`src/rtl/sp_operand_loader.sv`:
```
// sp_operand_loader: stages a 13-beat tile into the A/B/C/widx operand buses of the
// 4-octet sparse tensor core and sequences its start / fetch_done / write_back handshake.
//
// Ports:
//   clk, rstn           clock, asynchronous active-low reset
//   clear               synchronous abort back to LOAD (tile_cnt kept)
//   in_valid/in_ready   stream handshake, in_data one beat per accept
//   core_idle/fetch/wb  AND-reduced status flags from the core octets
//   core_start          one-cycle start pulse
//   core_fetch_done     one-cycle fetch_done pulse
//   a/b/c_data_out      packed operands, octet k at [k*DATA_WIDTH +: DATA_WIDTH]
//   widx_out            weight indices, octet k at [k*32 +: 32]
//   busy                state != LOAD
//   tile_done, tile_cnt completion pulse and wrapping completed-tile count

module sp_operand_loader #(
    parameter int DATA_WIDTH = 128,
    parameter int CNT_WIDTH  = 16
) (
    input  logic                    clk,
    input  logic                    rstn,
    input  logic                    clear,
    input  logic                    in_valid,
    output logic                    in_ready,
    input  logic [DATA_WIDTH-1:0]   in_data,
    input  logic                    core_idle,
    input  logic                    core_fetch,
    input  logic                    core_write_back,
    output logic                    core_start,
    output logic                    core_fetch_done,
    output logic [4*DATA_WIDTH-1:0] a_data_out,
    output logic [4*DATA_WIDTH-1:0] b_data_out,
    output logic [4*DATA_WIDTH-1:0] c_data_out,
    output logic [127:0]            widx_out,
    output logic                    busy,
    output logic                    tile_done,
    output logic [CNT_WIDTH-1:0]    tile_cnt
);

    typedef enum logic [1:0] {
        LOAD,
        ISSUE,
        FETCH,
        RUN
    } state_t;

    state_t                  state_q;
    logic [3:0]              beat_cnt_q;
    logic                    seen_wb_q;
    logic [4*DATA_WIDTH-1:0] a_q;
    logic [4*DATA_WIDTH-1:0] b_q;
    logic [4*DATA_WIDTH-1:0] c_q;
    logic [127:0]            widx_q;
    logic                    start_q;
    logic                    fdone_q;
    logic                    tdone_q;
    logic [CNT_WIDTH-1:0]    tile_cnt_q;

    logic [127:0]            beat_idx;
    logic [3:0]              c_off;
    logic [1:0]              ab_slot;
    logic [1:0]              c_slot;

    // Index beat is exactly 128 bits regardless of the stream width.
    generate
        if (DATA_WIDTH >= 128) begin : g_idx_trunc
            assign beat_idx = in_data[127:0];
        end else begin : g_idx_ext
            assign beat_idx = {{(128-DATA_WIDTH){1'b0}}, in_data};
        end
    endgenerate

    // C beats occupy positions 9..12, so rebase them to slot 0..3.
    assign c_off   = beat_cnt_q - 4'd9;
    assign ab_slot = beat_cnt_q[1:0];
    assign c_slot  = c_off[1:0];

    always_ff @(posedge clk or negedge rstn) begin
        if (!rstn) begin
            state_q    <= LOAD;
            beat_cnt_q <= '0;
            seen_wb_q  <= 1'b0;
            a_q        <= '0;
            b_q        <= '0;
            c_q        <= '0;
            widx_q     <= '0;
            start_q    <= 1'b0;
            fdone_q    <= 1'b0;
            tdone_q    <= 1'b0;
            tile_cnt_q <= '0;
        end else begin
            start_q <= 1'b0;
            fdone_q <= 1'b0;
            tdone_q <= 1'b0;
            if (clear) begin
                state_q    <= LOAD;
                beat_cnt_q <= '0;
                seen_wb_q  <= 1'b0;
                a_q        <= '0;
                b_q        <= '0;
                c_q        <= '0;
                widx_q     <= '0;
            end else begin
                unique case (state_q)
                    LOAD: begin
                        if (in_valid) begin
                            if (beat_cnt_q < 4'd4) begin
                                a_q[int'(ab_slot)*DATA_WIDTH +: DATA_WIDTH] <= in_data;
                            end else if (beat_cnt_q < 4'd8) begin
                                b_q[int'(ab_slot)*DATA_WIDTH +: DATA_WIDTH] <= in_data;
                            end else if (beat_cnt_q == 4'd8) begin
                                widx_q <= beat_idx;
                            end else begin
                                c_q[int'(c_slot)*DATA_WIDTH +: DATA_WIDTH] <= in_data;
                            end
                            if (beat_cnt_q == 4'd12) begin
                                beat_cnt_q <= '0;
                                state_q    <= ISSUE;
                            end else begin
                                beat_cnt_q <= beat_cnt_q + 4'd1;
                            end
                        end
                    end
                    ISSUE: begin
                        if (core_idle) begin
                            start_q <= 1'b1;
                            state_q <= FETCH;
                        end
                    end
                    FETCH: begin
                        if (core_fetch) begin
                            fdone_q <= 1'b1;
                            state_q <= RUN;
                        end
                    end
                    RUN: begin
                        // Registered seen_wb keeps idle-before-write_back from exiting.
                        if (seen_wb_q && core_idle) begin
                            tdone_q    <= 1'b1;
                            tile_cnt_q <= tile_cnt_q + CNT_WIDTH'(1);
                            seen_wb_q  <= 1'b0;
                            state_q    <= LOAD;
                        end else if (core_write_back) begin
                            seen_wb_q <= 1'b1;
                        end
                    end
                    default: state_q <= LOAD;
                endcase
            end
        end
    end

    assign in_ready        = (state_q == LOAD);
    assign busy            = (state_q != LOAD);
    assign core_start      = start_q;
    assign core_fetch_done = fdone_q;
    assign tile_done       = tdone_q;
    assign tile_cnt        = tile_cnt_q;
    assign a_data_out      = a_q;
    assign b_data_out      = b_q;
    assign c_data_out      = c_q;
    assign widx_out        = widx_q;

endmodule

```
`config.mk`:
```
export PLATFORM = sky130hd
export DESIGN_NAME = sp_operand_loader
export DESIGN_NICKNAME = d
export VERILOG_FILES = /design/src/rtl/sp_operand_loader.sv
export SDC_FILE = /design/constraint.sdc
export NUM_CORES = 2
export LEC_CHECK = 0
export CAP_MARGIN = 25
export CORE_AREA = 8 8 708 710
export DETAILED_ROUTE_END_ITERATION = 10
export DIE_AREA = 0 0 716 718
export SYNTH_ARGS = -nofsm -noshare
export SYNTH_HDL_FRONTEND = slang
export SYNTH_SLANG_ARGS = --single-unit
```
`constraint.sdc`:
```
create_clock -name clk -period 2.1 [get_ports clk]
set_input_delay 0.42 -clock clk [delete_from_list [all_inputs] [get_ports clk]]
set_output_delay 0.42 -clock clk [all_outputs]
set_load 0.1 [all_outputs]
```
==> impl_metrics.env <==
export IMPL_status="finished with violations"
export IMPL_failing_checks="negative setup slack"
export IMPL_area_growth_synth_to_final_pct=60.38
export IMPL_unrepaired_setup_endpoints_after_global_routing="yes"
export IMPL_cellInternalPower_w=0.06161
export IMPL_ratio_of_cells_with_drive_above_1_in_the_final_layout_pct=33.74
export IMPL_ctsRootBufferMaster="sky130_fd_sc_hd__clkbuf_16"
export IMPL_worstSetupEndpointType="register"
export IMPL_synth_ff_type="sky130_fd_sc_hd__dfrtp_1"
export IMPL_seq_power_share_pct=36.0
export IMPL_max_slew_violation_count=0
export IMPL_finClkSkew_ns=0.06491
export IMPL_final_setup_viol_count=865
export IMPL_timing_setup_critical_path_class="register to register"
export IMPL_design_core_area_um2=491000
export IMPL_num_io_pins=1820
export IMPL_synth_edf_count=0
export IMPL_post_route_worst_setup_slack_ns=-0.2485
export IMPL_detailedPlacementHpwl_um=324300
export IMPL_netlist_area_um2=65870
export IMPL_cts_sinks=1690
export IMPL_ys_types=52
export IMPL_antenna_found_initial=33
export IMPL_postSynthCellCount=6639
export IMPL_synth_seq_area_share_pct=64.21
export IMPL_pin_count_of_the_biggest_net_entering_global_routing=96
export IMPL_timing_final_crit_period_ns=2.348
export IMPL_grt_overflow=0
export IMPL_wire_per_inst_um=26.99
export IMPL_drt_iter0_markers=5295
export IMPL_worst_ep_arrival_time_ns=3.12
export IMPL_numCtsBuffers=196
export IMPL_final_core_utilization_pct=21.51
export IMPL_power_leakage_nw=49.34
export IMPL_numPortBuffers=1819
export IMPL_track_usage_pct=15.34
export IMPL_max_slew_margin_pct=42.49
export IMPL_async_reset_ff_share_pct=100.0
export IMPL_fp_dieArea_um2=514100
export IMPL_clock_tree_from_tritoncts="built"
export IMPL_clk_network_pwr_share_pct=38.2
export IMPL_first_global_vias=59280
export IMPL_clockBufferDepth=4
export IMPL_initial_utilization_pct=13.41
export IMPL_ys_ff_latch=1690
export IMPL_max_cap_violations=0
export IMPL_chipHeight_um=718
export IMPL_drt_vias_per_instance=3.894
export IMPL_max_slew_worst_pin_slew_ns=0.8626
export IMPL_clk_pin_slew_ns=0.06
export IMPL_p_switching_w=0.03507
export IMPL_power_frac_comb_pct=25.7
export IMPL_power_density_cell_area_nw_per_um2=915.3
export IMPL_syn_num_nets=6786
export IMPL_first_pass_iters=6
export IMPL_worst_endpoint_required_ns=2.87
export IMPL_final_setup_tns_ns=-53.41
export IMPL_die_w_um=716
export IMPL_timing_final_crit_share_pct=111.8
export IMPL_worst_hold_path_type="input pin to asynchronous set/reset pin"
export IMPL_num_vias=60180
export IMPL_worst_setup_path_start_kind="register"
export IMPL_hold_viol=0
export IMPL_wl_um=417100
export IMPL_pre_cts_ws_ns=-0.8027
export IMPL_floorplan_rows=258
export IMPL_achievable_frequency_mhz=425.8
export IMPL_peakVddDrop_mv=0.7370
export IMPL_gp_routability_congestion=0.8719
export IMPL_grt_pass1_wl_um=546200
export IMPL_remaining_drc_errors=0
export IMPL_clkLatencyLatePin_ns=0.86
export IMPL_final_common_cell="sky130_fd_sc_hd__nand2_1"
export IMPL_ys_warnings_count=0
export IMPL_ant_nets=0
export IMPL_layout_cells_most_common_list="sky130_fd_sc_hd__nand2_1 (2339), sky130_fd_sc_hd__buf_4 (1925), sky130_fd_sc_hd__dfrtp_1 (1679)"
export IMPL_timing_critical_path_fanout_max=8
export IMPL_power_switching_fraction_pct=36.27
export IMPL_htree_num_levels=4
export IMPL_num_nets_final=8933
export IMPL_syn_mean_instance_area_um2=9.921
[worst paths after layout]
kind | slack, ns | endpoint | cells past startpoint | startpoint
worst min-delay path | 0.12 | c_data_out[384]$_DFFE_PN0P_ | 2 | rstn
worst max-delay path | -0.25 | c_data_out[336]$_DFFE_PN0P_ | 10 | state_q[1]$_DFFE_PN0P_
min in group clk | 0.13 | b_data_out[402]$_DFFE_PN0P_ | 4 | in_data[18]
worst min register to register | 0.46 | b_data_out[408]$_DFFE_PN0P_ | 2 | b_data_out[408]$_DFFE_PN0P_
max in group asynchronous | 0.88 | a_data_out[472]$_DFFE_PN0P_ | 4 | rstn
worst max register to register | -0.25 | c_data_out[336]$_DFFE_PN0P_ | 10 | state_q[1]$_DFFE_PN0P_
[state kept, by name, indices dropped and copies added (netlist names)]
| signal | flops |
|---|---|
| core_fetch_done | 1 |
| beat_cnt_q | 4 |
| widx_out | 128 |
| seen_wb_q | 1 |
| b_data_out | 512 |
| c_data_out | 512 |
| tile_done | 1 |
| core_start | 1 |
| tile_cnt | 16 |
| state_q | 2 |
| a_data_out | 512 |
[cell families after synthesis]
logic type | count (synthesis) | share of synthesized area, %
flip-flops | 1690 | 64.21
AND/OR/NAND/NOR | 2829 | 17.36
XOR/XNOR | 15 | 0.1995
buffers and inverters | 655 | 4.719
AO/OA/AOI/OAI | 1435 | 13.23
adder cells (fa/ha/maj) | 12 | 0.2279
multiplexers | 3 | 0.04939
[cells in the mapped netlist, drive strengths merged (2+ instances only)]
master | count | area share [%]
ha | 12 | 0.23
mux2 | 2 | 0.034
a21o | 4 | 0.046
nand2b | 129 | 1.2
clkbuf | 276 | 1.6
buf | 369 | 3.1
and3 | 9 | 0.085
dfrtp | 1690 | 64
a21oi | 138 | 1.1
nand3 | 266 | 2.0
and3b | 3 | 0.046
xnor2 | 10 | 0.13
a22o | 104 | 1.4
a31oi | 5 | 0.12
and4 | 4 | 0.053
inv | 10 | 0.057
nand4 | 4 | 0.038
nor4 | 2 | 0.028
a41oi | 4 | 0.12
nor2 | 18 | 0.11
o31ai | 386 | 4.4
nand2 | 2384 | 14
o21ai | 792 | 6.1
nor2b | 3 | 0.040
xor2 | 5 | 0.066
[repair_timing]
action                                   CTS  global route
setup buffers                             67            14
hold buffers                               8             0
hold endpoints to repair                 934             0
endpoints found under the setup margin  1632          1832
resized for setup                        287            81
pin swaps                                 15            12
gates cloned                              46            12
[per-layer routing]
metal	track usage, %	vias to the layer above	routed length, µm
met1	18.38	30270	164800
met5	0	-	13
met2	24.69	2868	190400
met4	7.580	2	24820
li1	-	26380	-
met3	4.916	663	37000
[final cells by class]
| type | count | area, µm² |
|---|---|---|
| clock inverters | 80 | 1196 |
| flip-flops and latches | 1690 | 42300 |
| inverters | 10 | 40.04 |
| fillers | 53030 | 385400 |
| clock buffers | 271 | 5640 |
| multi-input cells | 4294 | 21620 |
| well taps | 6500 | 8133 |
| diodes | 16 | 40.04 |
| repair buffers | 2594 | 26660 |
[critical path, stage by stage (launching register included)]
cell and delay (ns):
sky130_fd_sc_hd__dfrtp_1 0.40, sky130_fd_sc_hd__inv_2 0.09, sky130_fd_sc_hd__ha_4 0.15, sky130_fd_sc_hd__buf_6 0.16
sky130_fd_sc_hd__and2_4 0.24, sky130_fd_sc_hd__a41oi_4 0.18, sky130_fd_sc_hd__buf_12 0.18, sky130_fd_sc_hd__buf_16 0.15
sky130_fd_sc_hd__buf_4 0.22, sky130_fd_sc_hd__buf_12 0.13, sky130_fd_sc_hd__o31ai_2 0.22
[power groups by stage]
| stage | clock network, W | logic, W | registers, W |
|---|---|---|---|
| global placement | 0 | 0.0240 | 0.0353 |
| CTS | 0.0379 | 0.0251 | 0.0348 |
| detailed placement | 0 | 0.0240 | 0.0354 |
| global route | 0.0390 | 0.0258 | 0.0349 |
| finish | 0.0370 | 0.0249 | 0.0348 |
| floorplan | 0 | 0.00431 | 0.0444 |
[through the flow]
stage	power [W]	hold slack [ns]	instance area (µm²)	instances
2_1_floorplan	0.04871	0.1244	65890	6639
3_3_place_gp	0.05932	0.3366	95060	14960
3_5_place_dp	0.05941	0.3367	95060	14960
4_1_cts	0.09780	0.01324	105200	15430
5_1_grt	0.09968	0.05252	105600	15440
6_report	0.09669	0.1161	105600	15460
Power figures use the tool's default switching activity.
